===== config.mk =====
export PLATFORM = sky130hd
export DESIGN_NAME = adsr_envelope
export DESIGN_NICKNAME = d
export VERILOG_FILES = /design/src/rtl/adsr_pkg.sv /design/src/rtl/tick_divider.sv /design/src/rtl/adsr_envelope.sv
export SDC_FILE = /design/constraint.sdc
export NUM_CORES = 1
export LEC_CHECK = 0
export BUFFER_PORTS_ARGS = -buffer_cell sky130_fd_sc_hd__buf_2
export CORE_ASPECT_RATIO = 1.75
export CORE_MARGIN = 4
export CORE_UTILIZATION = 40
export CTS_BUF_LIST = sky130_fd_sc_hd__clkbuf_8
export CTS_CLUSTER_DIAMETER = 60
export DETAILED_ROUTE_END_ITERATION = 6
export PLACE_DENSITY = 0.57
export SLEW_MARGIN = 30
export SYNTH_ARGS = -nofsm -noshare
export SYNTH_HDL_FRONTEND = slang
export SYNTH_HIERARCHICAL = 1
export SYNTH_SLANG_ARGS = --single-unit

===== constraint.sdc =====
create_clock -name clk_50MHz -period 6.7 [get_ports clk_50MHz]
set_clock_uncertainty 0.2 [all_clocks]
set_input_delay 0.335 -clock clk_50MHz [delete_from_list [all_inputs] [get_ports clk_50MHz]]
set_output_delay 0.335 -clock clk_50MHz [all_outputs]
set_load 0.02 [all_outputs]

===== src/rtl/adsr_pkg.sv =====
// Shared encodings and saturating helpers for the ADSR envelope stage.
// Latency: n/a (declarations only).
// Backpressure: n/a.
package adsr_pkg;

    localparam int ENV_W = 10;

    localparam logic [ENV_W-1:0] ENV_MAX = 10'd1023;
    localparam logic [ENV_W-1:0] MID     = 10'd512;

    localparam logic [2:0] ST_IDLE    = 3'd0;
    localparam logic [2:0] ST_ATTACK  = 3'd1;
    localparam logic [2:0] ST_DECAY   = 3'd2;
    localparam logic [2:0] ST_SUSTAIN = 3'd3;
    localparam logic [2:0] ST_RELEASE = 3'd4;

    // Add a rate to the envelope, pinning at full scale instead of wrapping.
    function automatic logic [ENV_W-1:0] sat_add(input logic [ENV_W-1:0] a,
                                                 input logic [7:0]       b);
        logic [ENV_W:0] sum;
        sum = {1'b0, a} + {3'b000, b};
        return sum[ENV_W] ? ENV_MAX : sum[ENV_W-1:0];
    endfunction

    // Subtract a rate from the envelope, never going below floor_v.
    // The extra top bit is the borrow: set means the difference went negative.
    function automatic logic [ENV_W-1:0] sat_sub(input logic [ENV_W-1:0] a,
                                                 input logic [7:0]       b,
                                                 input logic [ENV_W-1:0] floor_v);
        logic [ENV_W:0] diff;
        diff = {1'b0, a} - {3'b000, b};
        if (diff[ENV_W] || (diff[ENV_W-1:0] < floor_v))
            return floor_v;
        return diff[ENV_W-1:0];
    endfunction

endpackage


===== src/rtl/tick_divider.sv =====
// Free-running divider producing a one-cycle envelope tick every TICK_DIV clocks.
// Latency: tick is combinational from the counter, high in the cycle where count == TICK_DIV-1.
// Backpressure: none; the counter never stalls and is only cleared by reset.
module tick_divider #(
    parameter int TICK_DIV = 50000
) (
    input  logic clk_50MHz,
    input  logic reset_n,
    output logic tick
);

    localparam int CW = $clog2(TICK_DIV);

    logic [CW-1:0] cnt;

    assign tick = (cnt == CW'(TICK_DIV - 1));

    // Count 0..TICK_DIV-1 and wrap on the tick cycle.
    always_ff @(posedge clk_50MHz or negedge reset_n) begin
        if (!reset_n)
            cnt <= '0;
        else if (tick)
            cnt <= '0;
        else
            cnt <= cnt + CW'(1);
    end

endmodule


===== src/rtl/adsr_envelope.sv =====
// ADSR amplitude envelope keyed by gate, applied to an offset-binary sample stream.
// Latency: wave_out is registered, one clock after wave_in/env; env steps on divided ticks.
// Backpressure: none; a new sample is accepted and produced every clock.
module adsr_envelope
    import adsr_pkg::*;
#(
    parameter int TICK_DIV = 50000
) (
    input  logic             clk_50MHz,
    input  logic             reset_n,
    input  logic             gate,
    input  logic [ENV_W-1:0] wave_in,
    input  logic [7:0]       attack_rate,
    input  logic [7:0]       decay_rate,
    input  logic [ENV_W-1:0] sustain_level,
    input  logic [7:0]       release_rate,
    output logic [ENV_W-1:0] wave_out,
    output logic [ENV_W-1:0] env,
    output logic             busy
);

    logic                    tick;
    logic [2:0]              state;
    logic [2:0]              state_nxt;
    logic [ENV_W-1:0]        env_nxt;
    logic signed [ENV_W:0]   s;
    logic signed [2*ENV_W:0] p;
    logic [ENV_W-1:0]        wave_nxt;

    tick_divider #(
        .TICK_DIV (TICK_DIV)
    ) u_tick (
        .clk_50MHz (clk_50MHz),
        .reset_n   (reset_n),
        .tick      (tick)
    );

    // State register.
    always_ff @(posedge clk_50MHz or negedge reset_n) begin
        if (!reset_n)
            state <= ST_IDLE;
        else
            state <= state_nxt;
    end

    // Next-state: a gate change always wins; completion moves on from the registered env.
    always_comb begin
        state_nxt = state;
        case (state)
            ST_IDLE:    if (gate) state_nxt = ST_ATTACK;
            ST_ATTACK:  if (!gate)                     state_nxt = ST_RELEASE;
                        else if (env == ENV_MAX)       state_nxt = ST_DECAY;
            ST_DECAY:   if (!gate)                     state_nxt = ST_RELEASE;
                        else if (env == sustain_level) state_nxt = ST_SUSTAIN;
            ST_SUSTAIN: if (!gate)                     state_nxt = ST_RELEASE;
            ST_RELEASE: if (gate)                      state_nxt = ST_ATTACK;
                        else if (env == '0)            state_nxt = ST_IDLE;
            default:    state_nxt = ST_IDLE;
        endcase
    end

    // Outputs decoded from the state register.
    always_comb begin
        busy = (state != ST_IDLE);
    end

    // Envelope step. Steps are suppressed on cycles where the gate is about to
    // change the state, so the level carries over unchanged into RELEASE/ATTACK.
    // A zero rate means "go straight to the target".
    always_comb begin
        env_nxt = env;
        case (state)
            ST_IDLE:    env_nxt = '0;
            ST_ATTACK:  if (gate && tick)
                            env_nxt = (attack_rate == '0) ? ENV_MAX
                                                          : sat_add(env, attack_rate);
            ST_DECAY:   if (gate && tick)
                            env_nxt = (decay_rate == '0) ? sustain_level
                                                         : sat_sub(env, decay_rate, sustain_level);
            ST_SUSTAIN: if (gate)
                            env_nxt = sustain_level;
            ST_RELEASE: if (!gate && tick)
                            env_nxt = (release_rate == '0) ? '0
                                                           : sat_sub(env, release_rate, '0);
            default:    env_nxt = '0;
        endcase
    end

    // Envelope register.
    always_ff @(posedge clk_50MHz or negedge reset_n) begin
        if (!reset_n)
            env <= '0;
        else
            env <= env_nxt;
    end

    // Scale the signed sample by env/1024 with a floor shift, then re-centre.
    // The shifted product lies in -512..510, so the 10-bit re-centred sum
    // lands in 0..1022 and the modulo-1024 add never wraps.
    always_comb begin
        s        = $signed({1'b0, wave_in}) - 11'sd512;
        p        = (2*ENV_W+1)'(s) * (2*ENV_W+1)'($signed({1'b0, env}));
        wave_nxt = MID + ENV_W'(p >>> ENV_W);
    end

    // Output sample register.
    always_ff @(posedge clk_50MHz or negedge reset_n) begin
        if (!reset_n)
            wave_out <= MID;
        else
            wave_out <= wave_nxt;
    end

endmodule


==> results.yml <==
finish:
  nFillCells: 1921
  area_growth_pct: 8.87
  drive_gt1_share_pct: 10.7
  diodes: 0
  final_nets: 1143
  final_cell_mix: "inv_1 (177), fa_1 (96), ha_1 (77), nand2_1 (66), buf_2 (66)"
  instances_no_fill: 1162
  fin_util_pct: 44.1
  final_common_cell: "inv_1"
sta:
  worst_slew_pin_slew_ns: 0.880
  setup_tns_ns: 0
  relSlewSlack_pct: 41.4
  rsz0062_at_grt: "no"
  hold_viol: 0
  report.final.slew_viol_count: 0
  setup_viol: 0
  period_needed_ns: 5.63
  fmax_ghz: 0.177
  finalCritPeriodShare_pct: 84.1
synthesis:
  netlist_instances: 870
  synth_edf_count: 0
  ys.flop_type: "dfrtp_1"
  syn_avg_cell_area_sq_um: 8.65
  ys_warn_count: 6
  ys_ff_latch: 39
  synth_nets: 1090
  yosysTopAreaCell: "fa_1"
  synth_top_area_share_pct: 25.5
  seq_area_frac_synth_pct: 13.0
  synth_area_leaders: "fa_1 (26%), ha_1 (13%), dfrtp_1 (13%)"
  syn-cell-area_sq_mm: 0.00753
  synthArstFlopShare_pct: 100
  synth_cell_types: 72
floorplanning:
  die_h_um: 190
  num_io_pins: 68
  core_area_sq_mm: 0.0186
  initial_core_util_pct: 40.5
  fp.dieArea_sq_mm: 0.0212
  rows: 66
  dieWidth_um: 112
global_route:
  grt.overflow.total: 0
  grt_usage_pct: 21.4
  grt_start_max_net_pins: 40
  grt_pass1_wl_um: 35400
  antenna_found_initial: 0
  grt_pass1_vias: 6954
clock_network:
  numClockSinks: 39
  htreeDepth: 2
  cts_tree: "yes"
  path_clk_slew_ns: 0.10
  clk_latency_ns: 0.31
  ctsResizeCount: 0
  root_buffer: "clkbuf_8"
  numCtsBuffers: 5
  clk_path_buf_depth: 2
power_and_ir_drop:
  p_per_area_mw_per_mm2: 74.7
  peakVddDrop_mv: 0.0812
  leakage_nw: 4.33
  p_total_mw: 0.612
drt:
  dr_wl_met2_um: 12300
  drt_iter0_markers: 239
  post-route-drc-count: 0
  routed_wl_um: 21800
  drt_first_pass_iters: 4
  wl_per_cell_um: 18.7
  ant_nets: 0
  wl_met3_um: 828
  highest_layer: "met4"
  via_per_inst: 5.36
  drt-met1-wl_um: 7420
  via_count: 6228
worst_setup_path:
  critPathMaxFanout: 13
  crit_path_end_kind: "flip-flop"
  crit_path_cell_trace: "buf_4 -> nand2_1 -> fa_1 -> inv_1 -> fa_1 -> fa_1 -> fa_1 -> fa_1 -> ha_1 -> a21o_1 -> a21oi_1 -> a2bb2oi_1 -> a31oi_1 -> a311o_1 -> a211oi_1 -> nor3_1"
  cp-startpoint: "env[4]"
  cpMostUsedCell: "fa_1"
  rr_startpoint: "env[4]"
  crit_arrival_ns: 5.62
  crit_slowest_cell: "fa_1"
  crit_type: "flip-flop to flip-flop"
  critPathRequiredTime_ns: 6.68
  slowest_delay_ns: 0.55
  crit_path_start_kind: "flip-flop"
placement:
  place_inst: 1153
  port_buffers: 67
  hpwl_um: 17900
  finalWeightedCongestion: 0.903
run_status:
  status: "complete, no violations"
min_path:
  hold_start: "gate"
  timing.hold.worst.class: "input pin to flip-flop"
run:
  drv_cap: 0
==> final timing paths <==
path,slack [ns],cells after the start,endpoint
worst max-delay path,1.07,16,wave_out[7]
worst min-delay path,0.16,2,state[0]
worst max register to register,1.07,16,wave_out[7]
worst min register to register,0.30,1,u_tick/cnt[11]
max in group asynchronous,5.51,2,env[8]
min in group asynchronous,0.38,2,u_tick/cnt[10]
==> timing repair <==
action	in CTS	in global routing
hold buffers	1	0
setup buffers	0	0
hold endpoints to repair	38	0
==> synthesized netlist by cell type (3+ instances only) <==
master / n
inv_1: 177
fa_1: 96
ha_1: 77
nand2_1: 66
and2_1: 46
nor2_1: 41
a21oi_1: 38
dfrtp_1: 38
xnor2_1: 34
xor2_1: 20
o21ai_0: 19
clkbuf_1: 18
o21a_1: 13
nor2b_1: 12
nand2b_1: 11
a21o_1: 10
nand3_1: 10
nor3_1: 10
o211ai_1: 9
nor4_1: 8
a211oi_1: 7
buf_2: 7
nand4_1: 7
and4_1: 5
buf_1: 5
mux2i_1: 5
or3_1: 5
o31ai_1: 4
a211o_1: 3
a22oi_1: 3
a2bb2oi_1: 3
a311o_1: 3
a31oi_1: 3
and3_1: 3
nand4b_1: 3
o21ai_1: 3
o22ai_1: 3
or4_1: 3
==> report_power, final <==
group          internal [mW]  switching, mW  total (mW)
clock network         0.0727         0.0996       0.172
logic                 0.0645          0.116       0.180
registers              0.241         0.0184       0.259
total                  0.378          0.234       0.612
==> stage by stage <==
stage               area, sq um  hold slack [ns]  worst slack (ns)
detailed placement         8100            0.173              1.09
global placement           8100            0.285              1.15
finish                     8200            0.159              1.07
global route               8200            0.181             0.709
CTS                        8200            0.143              1.07
floorplan                  7530           -0.161              1.13
==> worst max-delay path, delay by kind of cell, from the launching register on <==
family / cells / cell delay, ns
fa+ha+maj: 6 / 2.83
compound gates: 6 / 1.50
flops: 1 / 0.42
buf+inv: 2 / 0.34
simple gates: 2 / 0.21
==> registers in the layout (all words and copies together), names as in the netlist <==
register / flops
env: 10
state: 3
u_tick/cnt: 16
wave_out: 10
==> logic make-up (layout without fill, tap and decap cells) <==
family / Yosys count / in the layout / share of synthesized area [%]
AOI/OAI and AO/OA: 150 / 150 / 14.2
xor gates and xnor gates: 54 / 54 / 6.28
adders and majority gates: 174 / 174 / 38.5
buffers and inverters: 210 / 264 / 10.8
DFF: 39 / 39 / 13.0
muxes: 6 / 6 / 0.814
and+or+nand+nor: 237 / 237 / 16.5
==> metal layers <==
metal	up-vias	GRT usage [%]
li1	2923	-
met1	3069	21.5
met2	170	42.0
met3	66	2.33
met4	0	11.6
met5	-	0
==> layout make-up <==
class                   count  area, sq um  area share, %
repair buffers             79          430           5.25
clock inverters             3         20.0          0.244
well taps                 238          298           3.63
multi-input cells         621         5740           70.0
flip-flops and latches     39          977           11.9
inverters                 177          664           8.10
clock buffers               5         68.8          0.839
Note: power is estimated with default switching activity, not from simulation.
